--- config.mk ---
export PLATFORM = sky130hd
export DESIGN_NAME = ahb_cmd_master_flat
export DESIGN_NICKNAME = d
export VERILOG_FILES = /design/src/rtl/ahb_cmd_master_if.sv /design/src/rtl/ahb_cmd_master.sv /design/src/flat_wrapper.sv
export SDC_FILE = /design/constraint.sdc
export NUM_CORES = 1
export LEC_CHECK = 0
export ABC_AREA = 0
export CAP_MARGIN = 20
export CORE_UTILIZATION = 30
export DETAILED_ROUTE_END_ITERATION = 7
export PLACE_DENSITY = 0.72
export SLEW_MARGIN = 0
export SYNTH_ARGS = -nofsm -noshare
export SYNTH_HDL_FRONTEND = slang
export SYNTH_SLANG_ARGS = --single-unit
export TNS_END_PERCENT = 5
--- constraint.sdc ---
create_clock -name HCLK -period 1.24 [get_ports HCLK]
set_clock_uncertainty 0.15 [all_clocks]
set_input_delay 0.186 -clock HCLK [delete_from_list [all_inputs] [get_ports HCLK]]
set_output_delay 0.186 -clock HCLK [all_outputs]
set_load 0.02 [all_outputs]
--- src/rtl/ahb_cmd_master_if.sv ---
// ahb_cmd_master_if
// Groups the command/response stream and the AHB-Lite master-side bus signals
// used by ahb_cmd_master. The clock and reset are kept as plain module ports.
//
// Signals
//   cmd_valid/cmd_ready/cmd_addr/cmd_write/cmd_size/cmd_wdata : command stream
//   rsp_valid/rsp_rdata/rsp_err/rsp_cancel                    : response pulse
//   HADDR/HTRANS/HWRITE/HSIZE/HBURST/HMASTLOCK/HWDATA         : AHB master outputs
//   HREADY/HRESP/HRDATA                                       : AHB slave returns
//
// Modports
//   master : view of ahb_cmd_master itself
//   slave  : view of the environment (command source, response sink, bus slave)
interface ahb_cmd_master_if #(
    parameter int ADDR_W = 36,
    parameter int DATA_W = 64
);
    logic              cmd_valid;
    logic              cmd_ready;
    logic [ADDR_W-1:0] cmd_addr;
    logic              cmd_write;
    logic [2:0]        cmd_size;
    logic [DATA_W-1:0] cmd_wdata;

    logic              rsp_valid;
    logic [DATA_W-1:0] rsp_rdata;
    logic              rsp_err;
    logic              rsp_cancel;

    logic [ADDR_W-1:0] HADDR;
    logic [1:0]        HTRANS;
    logic              HWRITE;
    logic [2:0]        HSIZE;
    logic [2:0]        HBURST;
    logic              HMASTLOCK;
    logic [DATA_W-1:0] HWDATA;
    logic              HREADY;
    logic [1:0]        HRESP;
    logic [DATA_W-1:0] HRDATA;

    modport master (
        input  cmd_valid, cmd_addr, cmd_write, cmd_size, cmd_wdata,
        output cmd_ready,
        output rsp_valid, rsp_rdata, rsp_err, rsp_cancel,
        output HADDR, HTRANS, HWRITE, HSIZE, HBURST, HMASTLOCK, HWDATA,
        input  HREADY, HRESP, HRDATA
    );

    modport slave (
        output cmd_valid, cmd_addr, cmd_write, cmd_size, cmd_wdata,
        input  cmd_ready,
        input  rsp_valid, rsp_rdata, rsp_err, rsp_cancel,
        input  HADDR, HTRANS, HWRITE, HSIZE, HBURST, HMASTLOCK, HWDATA,
        output HREADY, HRESP, HRDATA
    );
endinterface

--- src/rtl/ahb_cmd_master.sv ---
// ahb_cmd_master
// Single-transfer AHB-Lite master. Each accepted command becomes one NONSEQ
// SINGLE transfer; one response pulse is returned per command, in order.
//
// Ports
//   HCLK   : clock, all logic on the rising edge
//   HRESET : synchronous active-high reset
//   bus    : ahb_cmd_master_if.master (command stream, response pulse, AHB bus)
//
// Pipeline
//   A-stage : address phase (HTRANS/HADDR/HWRITE/HSIZE) plus the write data
//             that will be driven in the following data phase.
//   D-stage : data phase (d_valid, d_write, HWDATA).
//   Both stages advance only when HREADY=1. On the first cycle of an ERROR
//   response the A-stage is squashed to IDLE; a squashed command is answered
//   with a cancel response one cycle after the error response.
module ahb_cmd_master #(
    parameter int ADDR_W = 36,
    parameter int DATA_W = 64
) (
    input  logic HCLK,
    input  logic HRESET,
    ahb_cmd_master_if.master bus
);
    localparam logic [1:0] HTRANS_IDLE   = 2'b00;
    localparam logic [1:0] HTRANS_NONSEQ = 2'b10;
    localparam logic [1:0] HRESP_ERROR   = 2'b01;

    // A-stage
    logic              a_nonseq_reg;
    logic [ADDR_W-1:0] haddr_reg;
    logic              hwrite_reg;
    logic [2:0]        hsize_reg;
    logic [DATA_W-1:0] a_wdata_reg;

    // D-stage
    logic              d_valid_reg;
    logic              d_write_reg;
    logic [DATA_W-1:0] hwdata_reg;

    // Response
    logic              rsp_valid_reg;
    logic [DATA_W-1:0] rsp_rdata_reg;
    logic              rsp_err_reg;
    logic              rsp_cancel_reg;
    logic              cancel_pend_reg;

    logic cmd_ready;
    logic accept;
    logic d_done;
    logic err_first;

    // Commands are refused while reset is asserted so nothing slips into the
    // A-stage on the edge reset is released.
    assign cmd_ready = bus.HREADY & ~HRESET;
    assign accept    = bus.cmd_valid & cmd_ready;
    assign d_done    = d_valid_reg & bus.HREADY;
    // First cycle of the two-cycle ERROR response; HRESP is meaningless
    // without a transfer in the data phase.
    assign err_first = d_valid_reg & ~bus.HREADY & (bus.HRESP == HRESP_ERROR);

    always_ff @(posedge HCLK) begin
        if (HRESET) begin
            a_nonseq_reg    <= 1'b0;
            haddr_reg       <= '0;
            hwrite_reg      <= 1'b0;
            hsize_reg       <= 3'd0;
            a_wdata_reg     <= '0;
            d_valid_reg     <= 1'b0;
            d_write_reg     <= 1'b0;
            hwdata_reg      <= '0;
            rsp_valid_reg   <= 1'b0;
            rsp_rdata_reg   <= '0;
            rsp_err_reg     <= 1'b0;
            rsp_cancel_reg  <= 1'b0;
            cancel_pend_reg <= 1'b0;
        end else begin
            // Response pulse: completion of the data phase has priority. A
            // pending cancel can never collide with it because the A-stage was
            // squashed, so the D-stage is empty the cycle after the error.
            rsp_valid_reg  <= 1'b0;
            rsp_rdata_reg  <= '0;
            rsp_err_reg    <= 1'b0;
            rsp_cancel_reg <= 1'b0;
            if (d_done) begin
                rsp_valid_reg <= 1'b1;
                rsp_rdata_reg <= d_write_reg ? '0 : bus.HRDATA;
                rsp_err_reg   <= (bus.HRESP == HRESP_ERROR);
            end else if (cancel_pend_reg && !d_valid_reg) begin
                rsp_valid_reg   <= 1'b1;
                rsp_err_reg     <= 1'b1;
                rsp_cancel_reg  <= 1'b1;
                cancel_pend_reg <= 1'b0;
            end

            if (bus.HREADY) begin
                d_valid_reg <= a_nonseq_reg;
                d_write_reg <= hwrite_reg;
                hwdata_reg  <= (a_nonseq_reg && hwrite_reg) ? a_wdata_reg : '0;
                if (accept) begin
                    a_nonseq_reg <= 1'b1;
                    haddr_reg    <= bus.cmd_addr;
                    hwrite_reg   <= bus.cmd_write;
                    hsize_reg    <= bus.cmd_size;
                    a_wdata_reg  <= bus.cmd_wdata;
                end else begin
                    // IDLE keeps the last address/control to avoid toggling.
                    a_nonseq_reg <= 1'b0;
                end
            end else if (err_first) begin
                if (a_nonseq_reg) begin
                    cancel_pend_reg <= 1'b1;
                end
                a_nonseq_reg <= 1'b0;
            end
        end
    end

    assign bus.cmd_ready  = cmd_ready;
    assign bus.rsp_valid  = rsp_valid_reg;
    assign bus.rsp_rdata  = rsp_rdata_reg;
    assign bus.rsp_err    = rsp_err_reg;
    assign bus.rsp_cancel = rsp_cancel_reg;
    assign bus.HADDR      = haddr_reg;
    assign bus.HTRANS     = a_nonseq_reg ? HTRANS_NONSEQ : HTRANS_IDLE;
    assign bus.HWRITE     = hwrite_reg;
    assign bus.HSIZE      = hsize_reg;
    assign bus.HBURST     = 3'b000;
    assign bus.HMASTLOCK  = 1'b0;
    assign bus.HWDATA     = hwdata_reg;
endmodule

--- src/flat_wrapper.sv ---
// flat-port wrapper written by rule: the top's interface ports become plain ports
module ahb_cmd_master_flat 
#(
    parameter int ADDR_W = 36,
    parameter int DATA_W = 64
)
  (HCLK, HRESET, bus_cmd_valid, bus_cmd_addr, bus_cmd_write, bus_cmd_size, bus_cmd_wdata, bus_cmd_ready, bus_rsp_valid, bus_rsp_rdata, bus_rsp_err, bus_rsp_cancel, bus_HADDR, bus_HTRANS, bus_HWRITE, bus_HSIZE, bus_HBURST, bus_HMASTLOCK, bus_HWDATA, bus_HREADY, bus_HRESP, bus_HRDATA);
  ahb_cmd_master_if #(.ADDR_W(ADDR_W), .DATA_W(DATA_W)) bus_i ();
  input  logic HCLK;
  input  logic HRESET;
  input wire logic [$bits(bus_i.cmd_valid)-1:0] bus_cmd_valid;
  input wire logic [$bits(bus_i.cmd_addr)-1:0] bus_cmd_addr;
  input wire logic [$bits(bus_i.cmd_write)-1:0] bus_cmd_write;
  input wire logic [$bits(bus_i.cmd_size)-1:0] bus_cmd_size;
  input wire logic [$bits(bus_i.cmd_wdata)-1:0] bus_cmd_wdata;
  output wire logic [$bits(bus_i.cmd_ready)-1:0] bus_cmd_ready;
  output wire logic [$bits(bus_i.rsp_valid)-1:0] bus_rsp_valid;
  output wire logic [$bits(bus_i.rsp_rdata)-1:0] bus_rsp_rdata;
  output wire logic [$bits(bus_i.rsp_err)-1:0] bus_rsp_err;
  output wire logic [$bits(bus_i.rsp_cancel)-1:0] bus_rsp_cancel;
  output wire logic [$bits(bus_i.HADDR)-1:0] bus_HADDR;
  output wire logic [$bits(bus_i.HTRANS)-1:0] bus_HTRANS;
  output wire logic [$bits(bus_i.HWRITE)-1:0] bus_HWRITE;
  output wire logic [$bits(bus_i.HSIZE)-1:0] bus_HSIZE;
  output wire logic [$bits(bus_i.HBURST)-1:0] bus_HBURST;
  output wire logic [$bits(bus_i.HMASTLOCK)-1:0] bus_HMASTLOCK;
  output wire logic [$bits(bus_i.HWDATA)-1:0] bus_HWDATA;
  input wire logic [$bits(bus_i.HREADY)-1:0] bus_HREADY;
  input wire logic [$bits(bus_i.HRESP)-1:0] bus_HRESP;
  input wire logic [$bits(bus_i.HRDATA)-1:0] bus_HRDATA;
  assign bus_i.cmd_valid = bus_cmd_valid;
  assign bus_i.cmd_addr = bus_cmd_addr;
  assign bus_i.cmd_write = bus_cmd_write;
  assign bus_i.cmd_size = bus_cmd_size;
  assign bus_i.cmd_wdata = bus_cmd_wdata;
  assign bus_cmd_ready = bus_i.cmd_ready;
  assign bus_rsp_valid = bus_i.rsp_valid;
  assign bus_rsp_rdata = bus_i.rsp_rdata;
  assign bus_rsp_err = bus_i.rsp_err;
  assign bus_rsp_cancel = bus_i.rsp_cancel;
  assign bus_HADDR = bus_i.HADDR;
  assign bus_HTRANS = bus_i.HTRANS;
  assign bus_HWRITE = bus_i.HWRITE;
  assign bus_HSIZE = bus_i.HSIZE;
  assign bus_HBURST = bus_i.HBURST;
  assign bus_HMASTLOCK = bus_i.HMASTLOCK;
  assign bus_HWDATA = bus_i.HWDATA;
  assign bus_i.HREADY = bus_HREADY;
  assign bus_i.HRESP = bus_HRESP;
  assign bus_i.HRDATA = bus_HRDATA;
  ahb_cmd_master #(.ADDR_W(ADDR_W), .DATA_W(DATA_W)) u_core (.HCLK(HCLK), .HRESET(HRESET), .bus(bus_i));
endmodule
Word-level counts from Yosys, hierarchy flattened --
Index checks and enable logic that the tools add are counted.
Operators by class: eq/ne operators 1, mux-type cells 13, reduce and logical (&&, ||, !) cells 7, bitwise operators 8
Operator list (number):
- $mux W64 | 1
- $mux W1 | 11
- $and A1 B1 Y1 | 5
- $not A1 Y1 | 3
- $reduce_or A3 Y1 | 1
- $eq A2 B1 Y1 const B | 1
- $logic_and A1 B1 Y1 | 2
- $mux W2 | 1
- $reduce_and A2 Y1 | 1
- $reduce_bool A2 Y1 | 1
- $reduce_or A2 Y1 | 1
- $logic_not A1 Y1 | 1
Word-level totals: word-level logic and storage cells 42, register bits after elaboration 239

Longest topological paths before layout --
Gate-level depths: netlist of the first run.
depth after elaboration 7, depth in mapped cells 5, depth with buffers taken out 2

Worst setup path after synthesis of the first run --
No wires, ideal clock.
kind reg2reg, from reg u_core.hwrite_reg (netlist: u_core.bus.HWRITE), to reg u_core.hwdata_reg[24] (netlist: u_core.bus.HWDATA[24]), slack -0.146 ns, library setup time 0.070 ns, path buffers 2, clock period less this slack 1.386 ns, arrival 1.166 ns, cell stages (with the launch flop) 5, required time 1.020 ns, cell sequence dfxtp_1 -> clkbuf_1 -> buf_2 -> nand4_1 -> a21oi_1
Between the ends: word-level cells in the longest chain between the ends 2
RTL lines:
- from (decl) | RTL line ahb_cmd_master.sv:32 | logic hwrite_reg;
- from (signal assigned) | RTL line ahb_cmd_master.sv:103 | hwrite_reg <= bus.cmd_write;
- $logic_and A1 B1 Y1 | RTL line ahb_cmd_master.sv:99 | hwdata_reg <= (a_nonseq_reg && hwrite_reg) ? a_wdata_reg : '0;
- $mux W64 | RTL line ahb_cmd_master.sv:99
- to (signal assigned) | RTL line ahb_cmd_master.sv:99
- to (decl) | RTL line ahb_cmd_master.sv:39 | logic [DATA_W-1:0] hwdata_reg;
Every way passes these cells. A chain may end at the register's enable or synchronous reset.

Final worst setup path of the first run --
from reg u_core.hwdata_reg[6] (netlist: u_core.bus.HWDATA[6]), to out bus_HWDATA[6]
RTL lines:
- to (decl) | RTL line flat_wrapper.sv:27 | output wire logic [$bits(bus_i.HWDATA)-1:0] bus_HWDATA;
No word-level cell between the ends.

==> flow_summary_export.csv, run 1 <==
group,metric,value,unit
drt,post-route-drc-count,0,
yosys,synthTopCellsByCount,"dfxtp_1, nor2b_1, nand2b_1",
critical_path,regToRegStartpoint,"u_core.d_write_reg",
placed_design,post_dp_cell_area,0.01315,mm^2
sta,layout_min_cycle_time,1.359,ns
die,core.rowCount,63,
global_routing,first_global_vias,7342,
yosys,synth_cell_type_count,27,
clock_tree,cts_num_sinks,239,
power,power_leakage,0.006241,uW
clock_tree,clkLatencyLatePin,0.53,ns
placed_design,gp_routability_congestion,0.7580,
critical_path,required,0.90,ns
critical_path,endpoint_of_the_worst_setup_timing_path,"bus_HWDATA[6]",
placed_design,portBuffers,346,
yosys,post_synth_instance_area,0.009025,mm^2
layout,post_route_cells_drive_above_1_share,48.03,%
die,die_height,175.4,um
critical_path,crit_path_class,"flip-flop to output port",
critical_path,timing.critical_path.cells,"buf_6",
drt,drt_iter0_drc,232,
power,peakVddDrop,0.0009942,V
critical_path,endpoint_of_the_worst_slack_reg_to_reg_timing_path,"u_core.bus.rsp_rdata[17]",
clock_tree,clk_pin_slew,0.06,ns
sta,final-max-slew-violation-count,0,
global_routing,grt_overflow,0,
global_routing,grt_max_degree,65,
drt,drt-pass1-iter-count,6,
drt,avg_vias_per_cell,4.445,
critical_path,regToRegSetupSlack,-0.03,ns
yosys,synth.largest_area_cell,"dfxtp_1",
layout,final_core_utilization,49.37,%
critical_path,crit_slowest_cell,"dfxtp_2",
die,placeableCoreArea,0.02964,mm^2
critical_path,path_max_fanout,2,
sta,post-route-worst-setup-slack,-0.1187,ns
clock_tree,library_cell_used_as_clock_root_buffer,"clkbuf_16",
critical_path,path_delay_family,"flip-flops",
critical_path,sort_of_element_at_the_start_of_the_critical_path,"flip-flop",
placed_design,post-dp-hpwl,17860,um
clock_tree,htree_levels,1,
sta,hold_violations,0,
drt,wire_per_inst,16.27,um
yosys,yosys_warnings,0,
die,die_width,175.4,um
job,max_cap_violations,0,
yosys,biggest_area_contributors_in_the_synthesized_netlist,"dfxtp_1, mux2_4, nor2b_1, mux2_2, nand2b_1",
layout,area.growth.synth_to_final,62.14,%
critical_path,rr_worst_depth,3,
die,initial_utilization,30.45,%
global_routing,grt_first_pass_wirelength,39410,um
critical_path,critPathLaunch,"u_core.bus.HWDATA[6]",
yosys,ys_ff_latch,239,
status,failed_checks,"negative setup slack",
critical_path,cpPeakStageDelay,0.36,ns
drt,antenna_left,0,
power,powerDensity,1237,mW/mm^2
sta,fmax,736.0,MHz
sta,number_of_setup_violations_in_the_final_report,202,
sta,finalCritPeriodShare,109.6,%
drt,detail_route.wirelength,25760,um
layout,final_nets,1348,
critical_path,worst_ep_arrival_time,1.02,ns
status,run_status,"finished, violations left",
layout,final_cell_area,0.01463,mm^2
yosys,synth-edff-count,0,
sta,grt_setup_unrepaired,"yes",
yosys,postSynthCellCount,794,
global_routing,grtUsageTotal,16.10,%
clock_tree,clock_buffer_count_from_cts,27,
critical_path,path_depth,1,
yosys,ys.flop_type,"dfxtp_1",
yosys,synth_most_common_cell,"dfxtp_1",
critical_path,timing.critical_path.to_type,"output port",
critical_path,cp.buffers_inverters,1,
clock_tree,tritoncts,"yes",
drt,via_count,7036,
yosys,seq_area_frac_synth,53.02,%
yosys,async_flop_share,0,%
layout,diodes,0,
die,io-pin-count,352,
global_routing,antenna_found_initial,0,
min_path,timing.hold.worst.class,"primary input to flip-flop",
die,design.die.area,0.03078,mm^2
clock_tree,ctsLongestPathBuffers,3,
yosys,synth_top_cell_area_share,53.02,%
placed_design,place_ws,-0.6644,ns
yosys,syn-mean-instance-area,11.37,um^2
## report_power, final
group          leakage (uW)  total, uW  switching [uW]  internal (uW)
Sequential          0.00202       8020             116           7910
Clock              0.000451       8250            3180           5070
Combinational       0.00377       1840             691           1150
## what timing repair did
| item | CTS | global route |
|---|---|---|
| cloned | 0 | 1 |
| setup endpoints to repair | 292 | 390 |
| setup buffers | 2 | 1 |
| gates resized for setup | 1054 | 119 |
| pin swaps | 1 | 24 |
| hold buffers | 3 | 0 |
| endpoints found under the hold margin | 9 | 0 |
## per-layer routing
metal,wire length [um],vias to the layer above,GRT usage (%)
met3,2133,47,5.303
met1,10170,3312,18.26
met5,0,-,0
li1,-,3419,-
met4,831,0,5.616
met2,12620,258,28.16
## worst min path at each step
stage	start	endpoint	slack [ns]	depth (start not counted)
finish	bus_HREADY	u_core.a_wdata_reg[3]	0.03	3
global route	HRESET	u_core.bus.HADDR[24]	0.02	4
CTS	HRESET	u_core.bus.HADDR[24]	0.005	4
detailed placement	u_core.bus.HWDATA[35]	u_core.bus.HWDATA[35]	0.31	2
global placement	u_core.bus.HWDATA[35]	u_core.bus.HWDATA[35]	0.30	2
floorplan	bus_HRDATA[0]	u_core.bus.rsp_rdata[0]	0.16	1
## layout by cell type (no fill, tap or decap), drive strengths merged, types with 2 or more instances in the layout
master         count
buf              243
nor2               3
nand3b             2
clkinv             5
and2              64
mux2             104
nor4bb             2
conb               5
clkdlybuf4s50    170
dlygate4sd3        2
inv                2
bufinv             4
nand2b            65
nor2b             81
dfxtp            239
mux2i              4
nand4             64
clkbuf            39
a21oi             64
and2b             24
## kinds of logic after synthesis
| group | synth area share (%) |
|---|---|
| flops | 53.02 |
| buf+inv | 5.435 |
| other cells | 0.04155 |
| simple gates | 21.84 |
| mux | 15.92 |
| compound gates | 3.757 |
## area by class of cell
cell class	count	area, um^2
Clock buffer	38	757.0
Clock inverter	10	157.7
Fill cell	2656	15010
Inverter	1	3.754
Multi-Input combinational cell	487	3815
Sequential cell	239	5000
Tap cell	390	488.0
Timing Repair Buffer	418	4412
## per-stage QoR
| step | hold slack [ns] | TNS, ns | power (uW) | instances |
|---|---|---|---|---|
| 2_1_floorplan | 0.1577 | -1.135 | 8986 | 798 |
| 3_3_place_gp | 0.3020 | -79.37 | 9934 | 1528 |
| 3_5_place_dp | 0.3084 | -80.76 | 9959 | 1528 |
| 4_1_cts | 0.004601 | -26.25 | 18300 | 1581 |
| 5_1_grt | 0.02455 | -23.61 | 18790 | 1583 |
| 6_report | 0.03432 | -12.77 | 18110 | 1583 |
(Power assumes the default switching activity.)
==> run 2: changes to the inputs <==
--- a/config.mk
+++ b/config.mk
@@ -10,6 +10,7 @@
 export CORE_UTILIZATION = 30
 export DETAILED_ROUTE_END_ITERATION = 7
 export PLACE_DENSITY = 0.72
+export SETUP_SLACK_MARGIN = 0.3
 export SLEW_MARGIN = 0
 export SYNTH_ARGS = -nofsm -noshare
 export SYNTH_HDL_FRONTEND = slang
==> flow_summary_export.csv, run 2 (synthesis results as in run 1) <==
group,metric,value,unit
sta,finalCritPeriodShare,108.1,%
drt,drt-pass1-iter-count,4,
layout,layout.cells.most_common,"dfxtp_2",
global_routing,grt_overflow,0,
clock_tree,clkLatencyLatePin,0.52,ns
status,run_status,"finished, violations left",
critical_path,cpPeakStageDelay,0.36,ns
critical_path,crit_slowest_cell,"dfxtp_4",
layout,post_route_cells_drive_above_1_share,55.42,%
sta,final-max-slew-violation-count,0,
drt,post-route-drc-count,0,
layout,multiInputGateArea,0.004085,mm^2
layout,diodes,0,
global_routing,first_global_vias,7070,
die,initial_utilization,30.45,%
power,powerDensity,1212,mW/mm^2
layout,area.growth.synth_to_final,66.13,%
sta,grt_setup_unrepaired,"yes",
layout,layout.filler_cells,2568,
die,core.rowCount,63,
clock_tree,library_cell_used_as_clock_root_buffer,"clkbuf_16",
global_routing,grtUsageTotal,15.40,%
die,io-pin-count,352,
die,placeableCoreArea,0.02964,mm^2
critical_path,required,0.90,ns
critical_path,path_max_fanout,3,
drt,avg_vias_per_cell,4.445,
clock_tree,ctsLongestPathBuffers,3,
placed_design,place_ws,-0.6142,ns
placed_design,gp_routability_congestion,0.7625,
power,peakVddDrop,0.001242,V
critical_path,cp.buffers_inverters,1,
critical_path,timing.critical_path.cells,"buf_6",
sta,setup_total_negative_slack,-12.40,ns
die,design.die.area,0.03078,mm^2
clock_tree,tritoncts,"yes",
layout,final_core_utilization,50.59,%
clock_tree,htree_levels,1,
drt,drt_iter0_drc,235,
drt,antenna_left,0,
critical_path,worst_ep_arrival_time,1.00,ns
clock_tree,clk_pin_slew,0.06,ns
critical_path,path_delay_family,"flip-flops",
layout,mostFrequentLayoutCells,"dfxtp_2, buf_6, clkdlybuf4s50_1, mux2_4, nand2b_1",
drt,via_count,6979,
sta,min_hold_slack,-0.04446,ns
power,power_leakage,0.006390,uW
critical_path,sort_of_element_at_the_start_of_the_critical_path,"flip-flop",
clock_tree,holdBufCountCts,1,
sta,fmax,745.9,MHz
clock_tree,cts_num_sinks,239,
layout,final_nets,1335,
global_routing,grt_first_pass_wirelength,37720,um
global_routing,antenna_found_initial,1,
sta,number_of_setup_violations_in_the_final_report,212,
sta,hold_violations,8,
critical_path,crit_path_class,"flip-flop to output port",
die,die_height,175.4,um
global_routing,grt_max_degree,65,
sta,post-route-worst-setup-slack,-0.1007,ns
drt,wire_per_inst,16.77,um
min_path,timing.hold.worst.class,"primary input to flip-flop",
critical_path,timing.critical_path.to_type,"output port",
placed_design,post-dp-hpwl,17340,um
clock_tree,clock_buffer_count_from_cts,27,
sta,layout_min_cycle_time,1.341,ns
drt,detail_route.wirelength,26330,um
layout,storage_cell_area,0.005079,mm^2
placed_design,portBuffers,346,
job,max_cap_violations,0,
die,die_width,175.4,um
status,failed_checks,"negative hold slack, negative setup slack",
-- run 2: changes by cell type in the layout (fill, tap and decap cells not counted), moves of 6 or more --
cell	before	now
clkbuf_16	27	33
mux2_4	60	100
nor2b_1	80	59
nor2b_4	0	14
nor2b_2	1	8
dfxtp_2	169	232
mux2_2	44	4
buf_4	55	40
dfxtp_1	69	6
-- run 2: what timing repair did --
item	CTS	global route
setup buffers	1	3
cloned	0	5
hold endpoints to repair	20	9
gates resized for setup	1057	260
pin swaps	0	73
endpoints found under the setup margin	411	411
-- run 2: layout make-up --
| cell class | count | area share [%] |
|---|---|---|
| Clock buffer | 38 | 5.391 |
| Tap cell | 390 | 3.255 |
| Timing Repair Buffer | 406 | 29.48 |
| Multi-Input combinational cell | 486 | 27.25 |
| Sequential cell | 239 | 33.87 |
| Inverter | 1 | 0.02504 |
| Clock inverter | 10 | 0.7344 |
-- run 2: per-layer routing --
metal / GRT usage [%] / share of wire, %
met5: 0 / 0.049
met4: 4.674 / 2.6
met3: 4.784 / 7.3
met2: 27.79 / 50
met1: 17.20 / 40
-- run 2: worst paths after layout --
path	slack [ns]	to	cells past startpoint	from
worst max-delay path	-0.10	bus_HWRITE	1	u_core.bus.HWRITE
worst min-delay path	-0.04	u_core.bus.HWDATA[6]	3	HRESET
worst max register to register	-0.06	u_core.bus.rsp_rdata[27]	3	u_core.d_write_reg
worst min register to register	0.31	u_core.bus.HWDATA[24]	2	u_core.a_wdata_reg[24]
-- run 2: metrics by stage --
step	cells	cell area [um^2]	hold WS [ns]	total power, uW
2_1_floorplan	798	9153	0.1577	9004
3_3_place_gp	1512	13000	0.3011	9901
3_5_place_dp	1512	13000	0.3048	9930
4_1_cts	1562	14140	-0.04611	18190
5_1_grt	1570	14990	-0.04627	18800
6_report	1570	14990	-0.04446	18170
-- run 2: power by group --
part | switching [uW] | internal (uW)
clock | 3210 | 4940
sequential | 114 | 7930
combinational | 729 | 1250
total | 4050 | 14100
==> run 3: changes to the inputs <==
==> constraint.sdc (replaced) <==
create_clock -name HCLK -period 1.1 [get_ports HCLK]
set_clock_uncertainty 0.15 [all_clocks]
set_input_delay 0.165 -clock HCLK [delete_from_list [all_inputs] [get_ports HCLK]]
set_output_delay 0.165 -clock HCLK [all_outputs]
set_load 0.02 [all_outputs]
==> flow_summary_export.csv, run 3 (synthesis results as in run 1) <==
group,metric,value,unit
clock_tree,cts_num_sinks,239,
die,die_width,175.4,um
die,die_height,175.4,um
layout,multiInputGateArea,0.004230,mm^2
layout,final_cell_area,0.01519,mm^2
clock_tree,tritoncts,"yes",
drt,antenna_left,0,
power,power_leakage,0.006451,uW
clock_tree,clkLatencyLatePin,0.53,ns
power,powerDensity,1373,mW/mm^2
critical_path,worst_ep_arrival_time,1.01,ns
critical_path,path_max_fanout,2,
drt,avg_vias_per_cell,4.509,
placed_design,post-dp-hpwl,17180,um
clock_tree,ctsLongestPathBuffers,3,
clock_tree,library_cell_used_as_clock_root_buffer,"clkbuf_16",
placed_design,portBuffers,346,
layout,layout.cells.most_common,"dfxtp_2",
clock_tree,htree_levels,1,
power,pwr-share-seq,43.5,%
global_routing,grtUsageTotal,15.21,%
critical_path,required,0.78,ns
die,initial_utilization,30.45,%
critical_path,timing.critical_path.cells,"buf_6",
drt,via_count,7101,
sta,fmax,755.0,MHz
critical_path,regToRegSetupSlack,-0.17,ns
critical_path,timing.critical_path.to_type,"output port",
power,switchingPower,4494,uW
clock_tree,clock_buffer_count_from_cts,27,
critical_path,critPathLaunch,"u_core.bus.HWRITE",
layout,storage_cell_area,0.005082,mm^2
drt,post-route-drc-count,0,
status,failed_checks,"negative hold slack, negative setup slack",
global_routing,grt_overflow,0,
die,design.die.area,0.03078,mm^2
power,peakVddDrop,0.001201,V
layout,layout.filler_cells,2526,
critical_path,path_depth,1,
placed_design,post_dp_cell_area,0.01307,mm^2
die,io-pin-count,352,
die,core.rowCount,63,
drt,drt-pass1-iter-count,4,
critical_path,endpoint_of_the_worst_setup_timing_path,"bus_HWRITE",
layout,mostFrequentLayoutCells,"dfxtp_2, buf_6, clkdlybuf4s50_1, mux2_4, nand2b_1",
global_routing,grt_first_pass_wirelength,37470,um
job,max_cap_violations,0,
drt,detail_route.wirelength,26600,um
sta,layout_min_cycle_time,1.325,ns
drt,drt_iter0_drc,279,
sta,post-route-worst-setup-slack,-0.2246,ns
critical_path,regToRegStartpoint,"u_core.d_write_reg",
layout,area.growth.synth_to_final,68.28,%
sta,finalCritPeriodShare,120.4,%
clock_tree,clk_pin_slew,0.06,ns
drt,wire_per_inst,16.89,um
sta,number_of_setup_violations_in_the_final_report,304,
global_routing,antenna_found_initial,1,
sta,grt_setup_unrepaired,"yes",
status,run_status,"finished, violations left",
sta,hold_violations,2,
min_path,timing.hold.worst.class,"primary input to flip-flop",
critical_path,crit_slowest_cell,"dfxtp_4",
critical_path,endpoint_of_the_worst_slack_reg_to_reg_timing_path,"u_core.bus.rsp_rdata[23]",
critical_path,rr_worst_depth,3,
critical_path,sort_of_element_at_the_start_of_the_critical_path,"flip-flop",
layout,post_route_cells_drive_above_1_share,57.09,%
global_routing,first_global_vias,7051,
critical_path,cpPeakStageDelay,0.36,ns
power,intPower,16370,uW
global_routing,grt_max_degree,65,
critical_path,crit_path_class,"flip-flop to output port",
die,placeableCoreArea,0.02964,mm^2
placed_design,gp_routability_congestion,0.7549,
power,power.switching_fraction,21.54,%
power,pwr-share-comb,10.9,%
sta,min_hold_slack,-0.1096,ns
critical_path,path_delay_family,"flip-flops",
sta,final-max-slew-violation-count,0,
layout,final_nets,1341,
critical_path,cp.buffers_inverters,1,
power,proportion_of_power_drawn_by_the_clock_network,45.6,%
## run 3: worst min path at each step
stage                           from                      end  slack, ns  cells after the start
2_1_floorplan          bus_HRDATA[0]  u_core.bus.rsp_rdata[0]       0.14                      1
3_5_place_dp   u_core.bus.HWDATA[63]    u_core.bus.HWDATA[63]       0.31                      2
4_1_cts                   bus_HREADY     u_core.bus.HWDATA[1]       -0.1                      4
5_1_grt                   bus_HREADY     u_core.bus.HWDATA[1]       -0.1                      4
6_report                  bus_HREADY     u_core.bus.HWDATA[1]      -0.11                      4
3_3_place_gp    u_core.bus.HWDATA[0]     u_core.bus.HWDATA[0]       0.30                      2
## run 3: final cells by class
cell class	count	area share [%]
Antenna cell	1	0.01648
Clock buffer	40	5.100
Clock inverter	6	1.046
Inverter	1	0.02472
Multi-Input combinational cell	486	27.85
Sequential cell	239	33.47
Tap cell	390	3.213
Timing Repair Buffer	412	29.28
## run 3: stage by stage
stage	setup slack, ns	util [%]	cells	power [uW]	TNS (ns)
after floorplan	-0.1154	-	798	10150	-14.09
after global placement	-0.5838	44.09	1519	11160	-102.58
after detailed placement	-0.6079	44.09	1519	11190	-107.07
after CTS	-0.2648	47.85	1569	20820	-57.66
after global routing	-0.2658	51.23	1574	21610	-60.15
final	-0.2246	51.24	1575	20860	-45.49
## run 3: metal layers
layer | wire length [um] | up-vias | global-route usage [%] | part of all wire, %
met5 | 0 | - | 0 | 0
met3 | 2087 | 37 | 4.805 | 7.8
met4 | 534 | 0 | 4.529 | 2.0
met2 | 13520 | 252 | 27.08 | 51
li1 | - | 3414 | - | -
met1 | 10450 | 3398 | 17.25 | 39
## run 3: power by group through the flow
stage          Sequential (uW)  Combinational [uW]  Clock [uW]
6_report                  9080                2280        9500
5_1_grt                   9090                2400       10100
4_1_cts                   9030                2020        9760
3_5_place_dp              9190                2000           0
3_3_place_gp              9180                1980           0
2_1_floorplan             9290                 855           0
## run 3: timing repair
action | in CTS | in global routing
pin swaps | 0 | 50
resized for setup | 1058 | 314
gates cloned | 0 | 5
endpoints found under the setup margin | 412 | 412
endpoints found under the hold margin | 2 | 2
buffers inserted | 4 | 0
